--- config.mk ---
export PLATFORM = sky130hd
export DESIGN_NAME = asic_fptd_shell
export DESIGN_NICKNAME = d
export VERILOG_FILES = /design/src/rtl/asic_fptd_shell.sv
export SDC_FILE = /design/constraint.sdc
export NUM_CORES = 2
export LEC_CHECK = 0
export ABC_CLOCK_PERIOD_IN_PS = 7680
export CORE_ASPECT_RATIO = 0.9
export CORE_MARGIN = 2
export CORE_UTILIZATION = 52
export CTS_BUF_LIST = sky130_fd_sc_hd__clkbuf_4 sky130_fd_sc_hd__clkbuf_8 sky130_fd_sc_hd__clkbuf_16
export CTS_CLUSTER_DIAMETER = 100
export DETAILED_ROUTE_END_ITERATION = 10
export PLACE_DENSITY = 0.64
export SYNTH_ARGS = -nofsm -noshare
export SYNTH_HDL_FRONTEND = slang
export SYNTH_SLANG_ARGS = --single-unit
export TNS_END_PERCENT = 10
--- constraint.sdc ---
create_clock -name Clock -period 7.68 [get_ports Clock]
set_clock_uncertainty 0.15 [all_clocks]
set_input_delay 1.92 -clock Clock [delete_from_list [all_inputs] [get_ports Clock]]
set_output_delay 1.92 -clock Clock [all_outputs]
set_load 0.05 [all_outputs]
--- src/rtl/asic_fptd_shell.sv ---
// asic_fptd_shell: 104-bit-frame turbo-decoder test-chip shell.
// Optional build macro FRAME_READBACK_EN: lane-6 readback on bitout2.
module asic_fptd_shell #(
    parameter int FL        = 104,
    parameter int N         = 4,
    parameter int LANES     = 7,
    parameter int LANE_BITS = 200,
    parameter int DCMAX     = 200
) (
    input  logic             Clock,
    input  logic             nReset,
    input  logic             Mode,
    input  logic             Go,
    input  logic             Enable_f,
    input  logic             Sel_f,
    input  logic             S1,
    input  logic             S2,
    input  logic             S3,
    input  logic [LANES-1:0] In,
    output logic [6:0]       DOut1,
    output logic [6:0]       DOut2,
    output logic [6:0]       TOut,
    output logic             bitout1,
    output logic             bitout2,
    output logic             KeepShift,
    output logic             Start,
    output logic             Start2,
    output logic             TestReady,
    output logic             Dclk
);

    typedef enum logic [2:0] {
        IDLE       = 3'd0,
        LOAD_LLRS  = 3'd1,
        DECODE     = 3'd2,
        EARLY_STOP = 3'd3,
        MAX_DCS    = 3'd4,
        FINISH     = 3'd5
    } state_e;

    state_e state_q, state_d;
    logic   arm_q;
    logic [1:0] div_q, div_d, div_max;
    logic [7:0] cap_q, cap_d;
    logic [7:0] dc_q, dc_d;
    logic [6:0] err_q, err_d;
    logic [6:0] tout_q, tout_d;
    logic       cap;

    // Lanes 0, 1 and 5 carry LLRs the hard-decision path never reads,
    // so only the lanes holding bua3 and the reference bits are kept.
    // Lane 4 needs just its last 56 arrivals (bua3[90..103]).
    logic [LANE_BITS-1:0] lane2_q, lane3_q, lane6_q;
    logic [55:0]          lane4_q;
    logic [LANES-1:0]     lb1_q, lb2_q;

    logic [FL*N-1:0] bua3;
    logic [6:0]      k;
    logic [N-1:0]    llr;
    logic            bref, dbit;

    assign bua3    = {lane4_q, lane3_q, lane2_q[LANE_BITS-1:40]};
    assign k       = (dc_q < 8'(FL)) ? dc_q[6:0] : 7'd0;
    assign llr     = bua3[{k, 2'b00} +: N];
    assign bref    = lane6_q[8'd96 + {1'b0, k}];
    assign dbit    = llr[N-1];
    assign div_max = Enable_f ? (Sel_f ? 2'd1 : 2'd3) : 2'd0;
    assign Start2  = Start;
    assign Dclk    = cap;
    assign TOut    = tout_q;

    // Frame sequencer: next state, counters and strobes
    always_comb begin
        state_d   = state_q;
        div_d     = div_q;
        cap_d     = cap_q;
        dc_d      = dc_q;
        err_d     = err_q;
        tout_d    = tout_q;
        cap       = 1'b0;
        Start     = 1'b0;
        TestReady = 1'b0;
        KeepShift = 1'b0;
        bitout1   = 1'b0;
        unique case (state_q)
            IDLE: begin
                if (Go && arm_q) begin
                    Start   = 1'b1;
                    cap     = 1'b1;
                    cap_d   = 8'd1;
                    div_d   = 2'd0;
                    dc_d    = 8'd0;
                    err_d   = 7'd0;
                    state_d = LOAD_LLRS;
                end
            end
            LOAD_LLRS: begin
                KeepShift = 1'b1;
                if (cap_q == 8'(LANE_BITS)) begin
                    state_d = DECODE;
                end else if (div_q >= div_max) begin
                    cap   = 1'b1;
                    div_d = 2'd0;
                    cap_d = cap_q + 8'd1;
                end else begin
                    div_d = div_q + 2'd1;
                end
            end
            DECODE: begin
                bitout1 = dbit;
                if (dc_q != 8'(DCMAX - 1)) dc_d = dc_q + 8'd1;
                if (dbit != bref && err_q != 7'h7f) err_d = err_q + 7'd1;
                if (dc_q == 8'(FL - 1))
                    state_d = (err_d == 7'd0) ? EARLY_STOP : MAX_DCS;
            end
            EARLY_STOP, MAX_DCS: state_d = FINISH;
            FINISH: begin
                TestReady = 1'b1;
                tout_d    = err_q;
                state_d   = IDLE;
            end
            default: state_d = IDLE;
        endcase
    end

    // Sequencer state and counters
    always_ff @(posedge Clock or negedge nReset) begin
        if (!nReset) begin
            state_q <= IDLE;
            arm_q   <= 1'b0;
            div_q   <= '0;
            cap_q   <= '0;
            dc_q    <= '0;
            err_q   <= '0;
            tout_q  <= '0;
        end else begin
            state_q <= state_d;
            arm_q   <= 1'b1;
            div_q   <= div_d;
            cap_q   <= cap_d;
            dc_q    <= dc_d;
            err_q   <= err_d;
            tout_q  <= tout_d;
        end
    end

    // Lane capture: first-arriving bit ends at the MSB
    always_ff @(posedge Clock or negedge nReset) begin
        if (!nReset) begin
            lane2_q <= '0;
            lane3_q <= '0;
            lane4_q <= '0;
            lane6_q <= '0;
        end else if (cap) begin
            lane2_q <= {lane2_q[LANE_BITS-2:0], In[2]};
            lane3_q <= {lane3_q[LANE_BITS-2:0], In[3]};
            lane4_q <= {lane4_q[54:0], In[4]};
            lane6_q <= {lane6_q[LANE_BITS-2:0], In[6]};
        end
    end

    // Loopback registers for the tester pin check
    always_ff @(posedge Clock or negedge nReset) begin
        if (!nReset) begin
            lb1_q <= '0;
            lb2_q <= '0;
        end else begin
            lb1_q <= In;
            lb2_q <= ~In;
        end
    end

    // Debug output select
    always_comb begin
        DOut1 = '0;
        DOut2 = '0;
        if (!Mode) begin
            DOut1 = lb1_q;
            DOut2 = lb2_q;
        end else begin
            unique case ({S3, S2, S1})
                3'b000: begin
                    DOut1 = dc_q[6:0];
                    DOut2 = {4'b0, state_q};
                end
                3'b001: begin
                    DOut1 = err_q;
                    DOut2 = {3'b0, llr};
                end
                default: ;
            endcase
        end
    end

`ifdef FRAME_READBACK_EN
    logic [7:0] rb_q;

    // Readback pointer walks lane 6 from MSB down, wrapping
    always_ff @(posedge Clock or negedge nReset) begin
        if (!nReset)
            rb_q <= 8'(LANE_BITS - 1);
        else if (state_q != DECODE)
            rb_q <= 8'(LANE_BITS - 1);
        else
            rb_q <= (rb_q == 8'd0) ? 8'(LANE_BITS - 1) : rb_q - 8'd1;
    end

    assign bitout2 = (state_q == DECODE) && lane6_q[rb_q];
`else
    assign bitout2 = 1'b0;
`endif

endmodule

==> results.md <==
* Outcome: finished, final reports clean
* Setup Fix Bufs, Post-CTS at 0
* Period utilization at 0.976
* Post-DP HPWL at a little over 50,000 um
* First-pass GRT wire length at roughly 120,000 um
* Detailed-route vias per instance at 6.21
* Number of maximum-capacitance violations at 0
* Worst Max-Slew Pin Slew at about 1100 ps
* Average cell area after synthesis at ~12 um^2
* Worst hold endpoint: lane2_q[19]
* Port buffer count at between 40 and 50
* Area inside the core boundary at roughly 0.061 mm^2
* Area of the multi-input gates at about 0.014 mm^2
* Initial detailed-routing violation count at 2,042
* Mean routed wirelength per cell at between 20 and 25 um
* Shortest clock period the worst path allows after layout at approximately 7500 ps
* Maximum number of pins on one net before global-route repair at about 180
* Clock tree from TritonCTS: done
* Grt ovf at 0
* Crit path max fanout at 26
* Maximum clock rate at ~130 MHz
* Worst hold path depth at 1
* Antenna cells at 0
* Syn. warnings at 0
* Drt first pass iters at 6
* Main area contributors after synthesis: sky130_fd_sc_hd__dfrtp_1 55%, sky130_fd_sc_hd__mux2_2 23%, sky130_fd_sc_hd__nand2_1 2.9%, sky130_fd_sc_hd__a221oi_1 2.8%, sky130_fd_sc_hd__nand3_1 1.7%
* Count of instances resized after the clock tree is built at 0
* FF+latch area at ~0.018 mm^2
* Placement-stage worst setup slack at between 900 and 1000 ps
* Post-Layout Inst Area at 0.0360 mm^2
* Worst min-delay path class: reg -> reg
* Total number of vias at roughly 21,000
* Depth of the worst register-to-register path at 13
* R2R Path End: state_q[0]
* Net total in the final layout at between 2,000 and 3,000
* Final TNS setup at 0 ps
* Power density of the placed cells at 312 mW/mm^2
* Num ports at 44
* Cell area after synthesis at between 0.03 and 0.04 mm^2
* Share of async-settable or async-resettable flops after synthesis at 1.00
* Area of the die at 0.0642 mm^2
* Logic gate share of total power at 0.275
* Cell type contributing the most total cell area after synthesis: sky130_fd_sc_hd__dfrtp_1
* Clock transition at the register clock pins on the worst setup and hold paths after CTS at 60 ps
* Least setup slack across all paths after layout at between 150 and 200 ps
* Chip height at between 200 and 250 um
* RD Place Congestion at 0.857
* Proportion of total power due to net switching at 0.306
* Post-synthesis cell type count at between 80 and 90
* Setup repair after global routing missed its margin: no
* Initial core utilization at 0.527
* Fraction of the yosys area taken by sequential cells at 0.546
* Worst Path Class, Setup: reg -> out
* Clock Tree Buf Depth at 3
* Arrival time worst endpoint at between 5000 and 6000 ps
* Post-layout total power at roughly 11 mW
* Hold Buf Count CTS at 0
* Count of H-tree levels built during CTS at 3
* Yosys top cell area share at 0.546
* Layout cell share with drive strength beyond 1 at 0.336
* Net load switching power at roughly 3.4 mW
* Cell at the root of the clock tree: sky130_fd_sc_hd__clkbuf_16
* Final Hold Violating Endpoints at 0
* Clock sinks at 706
* Layout area overhead at 11.3%
* Minimum setup slack among reg-to-reg paths at between 2000 and 3000 ps
* Number of antenna violations at the first check in global routing at 0
* Worst max-slew margin expressed relative to the limit at 0.260
* Largest voltage drop on the vdd net at 0.724 mV
* Worst-skew pair later-pin latency at around 620 ps
* Syn Inst Count at 2,615
* Count of nets left with antenna violations after detail routing at 0
* Placed standard-cell area at 0.0335 mm^2
* TritonCTS buffer count at 73
* Final Slew Violations at 0
* Startpoint of the worst hold path: lane2_q[18]
* Final routed wirelength across all metal layers at 77,700 um
* Number of synthesized register bits at slightly above 700
* Number of setup violations in the final report at 0
* Number of synthesized flops with an enable pin at 0
* Static power due to leakage at between 15 and 20 nW
* Via count of the first global-routing pass at 21,500
* Critical path startpoint category: flop
* Reg2Reg Launch Point: dc_q[4]
* Die width at roughly 270 um
* Element type at the critical path end: primary output
* Fillers at roughly 4,900
* Number of DRC violations after detailed routing at 0
* Part of the power in the clock network at 0.319
* Required @ worst endpoint at roughly 5600 ps
* Total nets after synthesis at ~2,600
* Sequential power share at 0.407
* Internal Power at between 7 and 8 mW
* Primary flip-flop cell chosen by synthesis mapping: sky130_fd_sc_hd__dfrtp_1
* Global-route usage over all layers at 0.247
* Site Rows at 86
routing by layer:
metal	track usage	vias up	wire length (um)
met5	0	-	0
met4	0.0644	0	1730
met3	0.0390	122	4650
met2	0.383	684	35500
met1	0.364	10900	35800
li1	-	9586	-
flip-flops by register name, summed over array words and instances (netlist names):
| name | flops |
|---|---|
| state_q | 3 |
| lb1_q | 7 |
| arm_q | 1 |
| lane4_q | 56 |
| lb2_q | 7 |
| cap_q | 8 |
| lane2_q | 200 |
| TOut | 7 |
| lane6_q | 200 |
| dc_q | 8 |
| div_q | 2 |
| err_q | 7 |
| lane3_q | 200 |
cell families (layout without fill, tap and decap cells):
family	after synthesis	count (layout)	synth area share
muxes	722	722	0.250
DFF	706	706	0.546
and+or+nand+nor	558	558	0.0791
xor gates and xnor gates	14	14	0.00402
other	2	2	0.000232
adders and majority gates	7	7	0.00271
buffers and inverters	223	252	0.0295
AOI/OAI and AO/OA	383	383	0.0877
through the flow:
stage	instances	hold slack, ps	utilization
after floorplan	2615	317	-
after global placement	3308	335	0.547
after detailed placement	3308	339	0.547
after CTS	3436	344	0.586
after global routing	3436	367	0.586
final	3436	343	0.586
placed cells by master, fill, tap and decap left out, types with 16 or more instances in the layout:
cell type / Yosys / layout
sky130_fd_sc_hd__dfrtp_1: 706 / 704
sky130_fd_sc_hd__mux2_2: 669 / 669
sky130_fd_sc_hd__nand2_1: 254 / 251
sky130_fd_sc_hd__nand3_1: 108 / 108
sky130_fd_sc_hd__a221oi_1: 103 / 103
sky130_fd_sc_hd__clkbuf_16: 0 / 75
sky130_fd_sc_hd__a21oi_1: 69 / 69
sky130_fd_sc_hd__nor3_1: 64 / 64
sky130_fd_sc_hd__o21ai_0: 51 / 51
sky130_fd_sc_hd__nor2_1: 51 / 50
sky130_fd_sc_hd__mux2i_1: 49 / 49
sky130_fd_sc_hd__buf_4: 11 / 48
sky130_fd_sc_hd__clkdlybuf4s50_1: 0 / 41
sky130_fd_sc_hd__a31oi_1: 30 / 30
sky130_fd_sc_hd__and3_1: 23 / 23
sky130_fd_sc_hd__inv_1: 20 / 20
sky130_fd_sc_hd__a22oi_1: 19 / 19
sky130_fd_sc_hd__clkbuf_8: 0 / 19
sky130_fd_sc_hd__clkbuf_4: 0 / 16
cell usage after synthesis, drive strengths merged (3+ instances only):
master  instances
o21ai          52
buf            73
a31oi          30
a311oi          8
nor2           53
xor2            9
mux2          671
o41ai           3
clkbuf        128
a32oi           6
a21oi          69
a22oi          19
a221o          10
nand3         109
o31ai           4
nor2b           6
mux2i          49
or3            11
nand2b          6
inv            21
a211oi          7
a222oi          4
a21o            4
and3           23
nand2         255
xnor2           5
a221oi        104
and2            4
a31o            3
nor3           65
dfrtp         706
o22ai          10
o221ai         11
a22o            5
a211o           7
nor4            5
o211ai          7
nand4           7
ha              7
power groups by stage:
| stage | Sequential [mW] | Clock, mW | Combinational, mW |
|---|---|---|---|
| finish | 4.56 | 3.57 | 3.08 |
| CTS | 4.56 | 3.65 | 3.09 |
| global route | 4.63 | 3.81 | 3.29 |
| detailed placement | 4.63 | 0 | 3.08 |
| global placement | 4.60 | 0 | 3.01 |
| floorplan | 4.48 | 0 | 2.51 |
critical path, stage by stage (launching register included):
cell and delay (ps):
sky130_fd_sc_hd__dfrtp_1 550, sky130_fd_sc_hd__o211a_4 390, sky130_fd_sc_hd__nor2_4 710, sky130_fd_sc_hd__buf_4 480, sky130_fd_sc_hd__mux2i_1 140, sky130_fd_sc_hd__o22ai_1 210
sky130_fd_sc_hd__nor2_1 70, sky130_fd_sc_hd__o31ai_1 530, sky130_fd_sc_hd__a31oi_1 110, sky130_fd_sc_hd__a41oi_2 490, sky130_fd_sc_hd__nand3_1 120, sky130_fd_sc_hd__o21ai_0 120
sky130_fd_sc_hd__clkdlybuf4s50_1 840
cell type report:
class,count,share of cell area
Tap cell,792,0.0275
Multi-Input combinational cell,1686,0.382
Timing Repair Buffer,102,0.0285
Inverter,22,0.00230
Clock buffer,110,0.0628
Clock inverter,18,0.00515
Sequential cell,706,0.491
worst max-delay path by stage:
stage / start / end / slack, ps / cells after the start
6_report: dc_q[4] / DOut2[3] / 190 / 12
5_1_grt: dc_q[4] / DOut2[3] / 30 / 12
4_1_cts: dc_q[4] / DOut2[3] / 230 / 12
3_5_place_dp: dc_q[4] / DOut2[3] / 910 / 12
3_3_place_gp: dc_q[4] / DOut2[3] / 950 / 12
2_1_floorplan: Sel_f / Dclk / 1750 / 7
(Power assumes the default switching activity.)
